--- src/rtl/arbitro_escrita_banco.sv ---
// Round-robin write-port scheduler for the 32x32 register bank.
// Optional macro WB_FORWARD_EN adds same-cycle write-to-read forwarding.
module arbitro_escrita_banco #(
   parameter int NUM_REQ   = 3,
   parameter int REG0_FIXO = 1
) (
   input  logic                    clock,
   input  logic                    reset,
   input  logic [NUM_REQ-1:0]      req_valid,
   input  logic [5*NUM_REQ-1:0]    req_addr,
   input  logic [32*NUM_REQ-1:0]   req_data,
   output logic [NUM_REQ-1:0]      req_ready,
   input  logic                    reserva_valid,
   input  logic [4:0]              reserva_addr,
`ifdef WB_FORWARD_EN
   input  logic [4:0]              endereco_leitura_1,
   input  logic [4:0]              endereco_leitura_2,
   input  logic [31:0]             Rs_banco,
   input  logic [31:0]             Rt_banco,
   output logic [31:0]             Rs_fwd,
   output logic [31:0]             Rt_fwd,
`endif
   output logic                    Reg_Write,
   output logic [4:0]              endereco_escrita,
   output logic [31:0]             escrever_dados,
   output logic [31:0]             ocupado
);

   localparam int PW = (NUM_REQ > 1) ? $clog2(NUM_REQ) : 1;

   logic [PW-1:0]      ptr_q, ptr_d;
   logic               reg_write_q, reg_write_d;
   logic [4:0]         end_q, end_d;
   logic [31:0]        dados_q, dados_d;
   logic [31:0]        ocupado_q, ocupado_d;

   logic [NUM_REQ-1:0] gnt;
   logic [PW-1:0]      gnt_idx;
   logic               found;
   logic               xfer;
   logic [4:0]         acc_addr;
   logic [31:0]        acc_data;
   logic               drop;

   // Index wrap for values in 0..2*NUM_REQ-2.
   function automatic logic [PW-1:0] wrap(input int v);
      if (v >= NUM_REQ) return PW'(v - NUM_REQ);
      return PW'(v);
   endfunction

   // First valid requester at or after ptr, with wrap-around.
   always_comb begin
      gnt     = '0;
      gnt_idx = '0;
      found   = 1'b0;
      for (int k = 0; k < NUM_REQ; k++) begin
         if (!found && req_valid[wrap(int'(ptr_q) + k)]) begin
            found   = 1'b1;
            gnt_idx = wrap(int'(ptr_q) + k);
         end
      end
      gnt[gnt_idx] = found;
   end

   // Transfer decode, output stage and scoreboard next state.
   always_comb begin
      xfer        = found & ~reset;
      acc_addr    = req_addr[5*int'(gnt_idx) +: 5];
      acc_data    = req_data[32*int'(gnt_idx) +: 32];
      drop        = (REG0_FIXO == 1) && (acc_addr == 5'd0);
      ptr_d       = xfer ? wrap(int'(gnt_idx) + 1) : ptr_q;
      reg_write_d = xfer & ~drop;
      end_d       = xfer ? acc_addr : end_q;
      dados_d     = xfer ? acc_data : dados_q;
      ocupado_d   = ocupado_q;
      if (xfer) ocupado_d[acc_addr] = 1'b0;
      // A reservation in the same cycle is newer than the write, so it wins.
      if (reserva_valid) ocupado_d[reserva_addr] = 1'b1;
      if (REG0_FIXO == 1) ocupado_d[0] = 1'b0;
   end

   // State registers with synchronous reset.
   always_ff @(posedge clock) begin
      if (reset) begin
         ptr_q       <= '0;
         reg_write_q <= 1'b0;
         end_q       <= '0;
         dados_q     <= '0;
         ocupado_q   <= '0;
      end else begin
         ptr_q       <= ptr_d;
         reg_write_q <= reg_write_d;
         end_q       <= end_d;
         dados_q     <= dados_d;
         ocupado_q   <= ocupado_d;
      end
   end

   // Outputs are forced idle for the whole reset cycle.
   always_comb begin
      req_ready        = reset ? '0 : gnt;
      Reg_Write        = reg_write_q & ~reset;
      endereco_escrita = reset ? 5'd0 : end_q;
      escrever_dados   = reset ? 32'd0 : dados_q;
      ocupado          = reset ? 32'd0 : ocupado_q;
   end

`ifdef WB_FORWARD_EN
   logic fwd_ok;

   // Bypass the bank read when it targets the register being written now.
   always_comb begin
      fwd_ok = Reg_Write &&
               !((REG0_FIXO == 1) && (endereco_escrita == 5'd0));
      Rs_fwd = (fwd_ok && endereco_escrita == endereco_leitura_1) ?
               escrever_dados : Rs_banco;
      Rt_fwd = (fwd_ok && endereco_escrita == endereco_leitura_2) ?
               escrever_dados : Rt_banco;
   end
`endif

endmodule
--- config.mk ---
export PLATFORM = sky130hd
export DESIGN_NAME = arbitro_escrita_banco
export DESIGN_NICKNAME = d
export VERILOG_FILES = /design/src/rtl/arbitro_escrita_banco.sv
export SDC_FILE = /design/constraint.sdc
export NUM_CORES = 1
export LEC_CHECK = 0
export ABC_AREA = 1
export CAP_MARGIN = 5
export CORE_MARGIN = 4
export CORE_UTILIZATION = 38
export DETAILED_ROUTE_END_ITERATION = 6
export HOLD_SLACK_MARGIN = 0.03
export PLACE_DENSITY_LB_ADDON = 0.15
export SLEW_MARGIN = 10
export SYNTH_ARGS = -nofsm -noshare
export SYNTH_HDL_FRONTEND = slang
export SYNTH_SLANG_ARGS = --single-unit
--- constraint.sdc ---
create_clock -name clock -period 2.34 [get_ports clock]
set_clock_uncertainty 0.05 [all_clocks]
set_input_delay 0.468 -clock clock [delete_from_list [all_inputs] [get_ports clock]]
set_output_delay 0.468 -clock clock [all_outputs]
set_load 0.05 [all_outputs]
# == Word level (Yosys, flattened, before mapping) ==
# Cells that the tools add are included.
# word_totals
reg_bits,72
input_bits,122
word_cells,88
# op_classes
n_addsub,7
mul,1
order_cmp,13
shift,2
mux,42
n_bitwise,9
n_reduce_logical,8
# op_table
cell,count
32-bit 2-to-1 mux,4
96-bit by 8-bit indexed part select with 32-bit output,1
32-bit AND,1
32-bit NOT,1
32-bit OR,1
2-bit 2-to-1 mux,14
1-bit 2-to-1 mux,16
15-bit by 6-bit indexed part select with 5-bit output,1
"2-bit by 3-bit less-than comparator with 1-bit output, second input constant",4
"5-bit by 6-bit less-than comparator with 1-bit output, second input constant",2
1-bit demux with 5-bit select,2
"5-bit by 1-bit >= comparator with 1-bit output, second input constant",2
"3-bit by 2-bit >= comparator with 1-bit output, second input constant",3
"2-bit subtractor, second input constant",4
"2-bit by 1-bit adder with 3-bit output, second input constant",2
1-bit binary-select mux with 2-bit select,3
1-bit logical AND,5
5-bit logical NOT,1
"3-bit by 2-bit multiplier with 5-bit output, first input constant",1
5-bit 2-to-1 mux,1
"2-bit by 2-bit adder with 3-bit output, second input constant",1
1-bit AND,3
3-bit AND,1
3-bit 2-to-1 mux,1
other kinds (5),7

# == Depth between registers and ports, before layout ==
# Gate-level depths: netlist of run 1.
# logic_depth
word_depth,25
mapped_depth,19
mapped_depth_nobuf,19

# == Worst setup path before layout of run 1 ==
# OpenSTA, ideal clock, no wires.
# synth_path
kind,register -> output
from,reg ptr_q[0]
to,out req_ready[2]
arrival_ns,2.541
slack_ns,-0.719
stages_incl_launch_ff,15
path_buffers,2
cell_sequence,dfxtp_1 -> inv_1 -> ha_1 -> inv_2 -> nand3_1 -> nand2_1 -> nand3_4 -> nor2_4 -> nor2_4 -> clkinv_2 -> buf_6 -> buf_2 -> ha_1 -> inv_1 -> nor2_1
# synth_between
elab_chain_len,18
# synth_lines
element,line,text
"start, declared",31,"logic [PW-1:0] ptr_q, ptr_d;"
"start signal, assigned",91,ptr_q <= ptr_d;
branches (longest 16 deep; another with 2-bit by 1-bit adder with 3-bit output),n/a,
3-bit AND (no source line) *,n/a,
3-bit 2-to-1 mux *,101,req_ready = reset ? '0 : gnt;
"end, declared",12,"output logic [NUM_REQ-1:0] req_ready,"
# Every way passes the cells marked *. The select of a mux whose other input is x is not followed.

# == Worst setup path after layout of run 1 ==
# layout_path
from,in req_valid[1]
to,out req_ready[1]
# layout_between
elab_chain_len,15
# layout_lines
element,line,text
"start, declared",9,"input logic [NUM_REQ-1:0] req_valid,"
1-bit binary-select mux with 2-bit select,57,if (!found && req_valid[wrap(int'(ptr_q) + k)]) begin
1-bit 2-to-1 mux (implied by the code),57,
1-bit 2-to-1 mux,57,
1-bit logical NOT,57,
1-bit logical AND,57,
1-bit 2-to-1 mux,57,
1-bit logical NOT,57,
1-bit logical AND,57,
2-bit 2-to-1 mux,57,
2-bit by 3-bit less-than comparator with 1-bit output (implied by the code) or 2-bit by 1-bit >= comparator with 1-bit output (tied branches),62,gnt[gnt_idx] = found;
1-bit logical AND (implied by the code),62,
1-bit 2-to-1 mux (implied by the code),62,
1-bit demux with 2-bit select,62,
3-bit AND (no source line) *,n/a,
3-bit 2-to-1 mux *,101,
# Mark *: on every way between the ends. The rest lies on a longest branch, timed or not. The select of a mux whose other input is x is not followed.

==> impl_metrics.py, run 1 <==
metrics = {
    "routing": {
        "dr_total_vias": 5402,
        "route.final.wire_length_um": 16400,
        "route.detailed.drc": 0,
        "firstDrtPassIters": 5,
        "drt.antenna.violating_nets": 0,
        "post_drt_wl_per_cell_um": 15.4,
        "avgViaCountPerCell": 5.07,
        "drt-initial-drc-count": 340,
    },
    "logic_synthesis": {
        "synth_most_common_cell": "nand2_1",
        "library_cell_with_the_largest_summed_area_after_synthesis": "dfxtp_1",
        "ys_seq_area_share_pct": 33.7,
        "synthTopCellsByArea": "dfxtp_1 34%, nand2_1 24%, inv_1 8.2%",
        "mappedNetlistArea_um2": 4210,
        "mappedNetlistNets": 809,
        "yosys_most_used_dff": "dfxtp_1",
        "synthesized_instance_count": 681,
        "synth_enable_flop_cells": 0,
        "synthArstFlopShare_pct": 0,
        "syn-mean-instance-area_um2": 6.19,
        "synthesis.yosys.warnings": 0,
        "post-synth-top-area-fraction_pct": 33.7,
        "synth-seq-cells": 71,
        "synth.distinct_cells": 33,
        "yosys-top-cells-count": "269 x nand2_1, 92 x inv_1, 71 x dfxtp_1, 62 x nor2_1, 28 x nand3_1",
    },
    "timing": {
        "setup-violations-final": 71,
        "slew_violations": 0,
        "layout_setup_ws_ns": -0.339,
        "rsz0062_at_grt": "yes",
        "max-slew-margin-rel_pct": 62.5,
        "post-route-period-util_pct": 115,
        "tightest_pin_transition_ns": 0.558,
        "max_clock_freq_ghz": 0.373,
        "hold_viol": 0,
        "final.min_clock_period_ns": 2.68,
    },
    "clocking": {
        "cts_hold_buffers": 0,
        "numClockSinks": 71,
        "ctsHtreeMaxLevel": 3,
        "tritoncts": "built",
        "clock_tree.root_cell": "clkbuf_8",
        "cts_buffer_depth": 2,
        "clk_transition_reported_paths_ns": 0.08,
        "cts-buffers-inserted": 9,
        "clkLatencyLatePin_ns": 0.33,
    },
    "die": {
        "design.portCount": 195,
        "die_area_um2": 12800,
        "die_w_um": 113,
        "die_h_um": 113,
        "start_util_pct": 38.9,
        "placeableCoreArea_um2": 10800,
        "row_count": 38,
    },
    "place": {
        "placement.cell_area_um2": 6930,
        "hpwlAfterDp_um": 11900,
        "gp_congestion": 0.932,
        "port_buffers": 193,
    },
    "grt": {
        "grt_remaining_overflow": 0,
        "initial_antenna_violation_count": 0,
        "number_of_global_route_vias_before_repair": 5464,
        "grt_first_pass_wirelength_um": 25600,
        "gr-usage-all-layers_pct": 24.5,
        "grt_max_degree": 34,
    },
    "finish": {
        "fill_cells": 843,
        "layout.nets": 1049,
        "antennaDiodeCount": 0,
        "post_route_cell_area_um2": 7780,
        "layout-drive-gt1-share_pct": 27.3,
        "area_delta_synth_final_pct": 84.8,
    },
    "setup_path": {
        "timing_worst_setup_path_type": "in -> out",
        "crit_chain": "clkdlybuf4s50_1, inv_1, o21ai_1, nand2_2, nand3_4, nor2_4, nor2_4, buf_12, ha_4, inv_2, nor2_4, buf_8",
        "cp.depth": 12,
        "startpoint_type": "input pin",
        "reg2regPathDepth": 19,
        "worst_path_most_repeated_cell": "nor2_4",
        "slowest_stage": "clkdlybuf4s50_1",
        "critical_path_peak_fanout": 3,
        "cp.required_ns": 1.82,
        "cp_slowest_stage_delay_ns": 0.48,
        "worstPathBufferInverterCount": 5,
        "worst-endpoint-arrival_ns": 2.16,
        "crit_path_end_kind": "output port",
        "cell_class_contributing_the_biggest_share_of_worst_path_delay": "buffers and inverters",
    },
    "min_path": {
        "worstHoldPathCells": 2,
        "worst_hold_path_type": "reg -> reg",
    },
    "flow_run": {
        "max_cap_violations": 0,
    },
    "power": {
        "leak_pwr_nw": 3.57,
        "pwr_density_cell_nw_per_um2": 1590,
        "worst_ir_drop_vdd_uv": 1040,
        "power_after_layout_mw": 12.4,
    },
    "run_status": {
        "run_status": "finished with violations",
        "violations": "negative setup slack",
    },
}
-- worst paths after layout --
check | end | slack [ns] | start
min | dados_q[22] | 0.41 | dados_q[22]
min reg2reg | dados_q[22] | 0.41 | dados_q[22]
max | req_ready[1] | -0.34 | req_valid[1]
max reg2reg | ocupado_q[26] | -0.26 | ptr_q[0]
-- stage by stage --
stage / cells / hold slack, ns / utilization [%] / worst slack, ns / TNS (ns)
after floorplan: 681 / 0.392 / - / -0.0837 / -0.0837
after global placement: 1028 / 0.401 / 64.0 / -0.468 / -22.00
after detailed placement: 1028 / 0.408 / 64.0 / -0.536 / -26.87
after CTS: 1061 / 0.419 / 69.8 / -0.328 / -8.99
after global routing: 1066 / 0.434 / 71.8 / -0.445 / -20.79
final: 1066 / 0.414 / 71.8 / -0.339 / -12.83
-- flip-flops by register name, summed over array words and instances (netlist names) --
| register | cells |
|---|---|
| dados_q | 32 |
| end_q | 5 |
| ocupado_q | 31 |
| ptr_q | 2 |
| reg_write_q | 1 |
-- power by group --
group,internal (mW),switching [mW],total (mW),leakage [nW]
Clock,0.604,0.487,1.09,0.104
Sequential,1.59,0.112,1.70,0.587
Combinational,3.96,5.63,9.60,2.88
-- worst register-to-register path: cells and delay by family, from the launching register on --
kind	cells	cell delay [ns]
and+or+nand+nor	12	1.11
buffers and inverters	6	0.67
adders and majority gates	1	0.30
DFF	1	0.38
-- kinds of logic after synthesis --
logic type                 count (synthesis)  share of synthesized area [%]
and+or+nand+nor                          401                           40.7
AOI/OAI and AO/OA                         70                           11.1
buffers and inverters                    132                           12.6
DFF                                       71                           33.7
adders and majority gates                  6                           1.78
other                                      1                         0.0890
-- cell usage in the layout, fill, tap and decap left out, types with 20 or more instances in the layout --
| cell type | count |
|---|---|
| a21oi_1 | 20 |
| a32oi_1 | 20 |
| buf_12 | 44 |
| buf_4 | 82 |
| clkdlybuf4s50_1 | 120 |
| dfxtp_1 | 69 |
| inv_1 | 87 |
| nand2_1 | 246 |
| nand2_2 | 22 |
| nor2_1 | 54 |
-- area by class of cell --
class / instances / area, um^2 / share of cell area, %
clock inverter: 5 / 81.3 / 1.04
multi-input combinational: 478 / 2650 / 34.0
clock buffer: 11 / 131 / 1.69
tap: 140 / 175 / 2.25
inverter: 104 / 423 / 5.43
sequential: 71 / 1430 / 18.4
timing repair buffer: 257 / 2900 / 37.2
-- what timing repair did --
action	4_1_cts	5_1_grt
endpoints found under the hold margin	0	0
buffers inserted	15	3
setup endpoints to repair	34	74
gates resized for setup	69	34
gates cloned	2	2
pin swaps	34	25
-- layer usage --
metal  share of wire (%)  GRT usage [%]
met1                  38           27.5
met2                  50           43.8
met3                 9.4           7.22
met5                   0              0
met4                 2.6           9.21
Power figures use the tool's default switching activity.
==> inputs of run 2 (changes only) <==
CAP_MARGIN = 20   (was 5)
==> results of run 2 <==
Same layout as run 1: the final DEF is identical, and so are final timing and power.
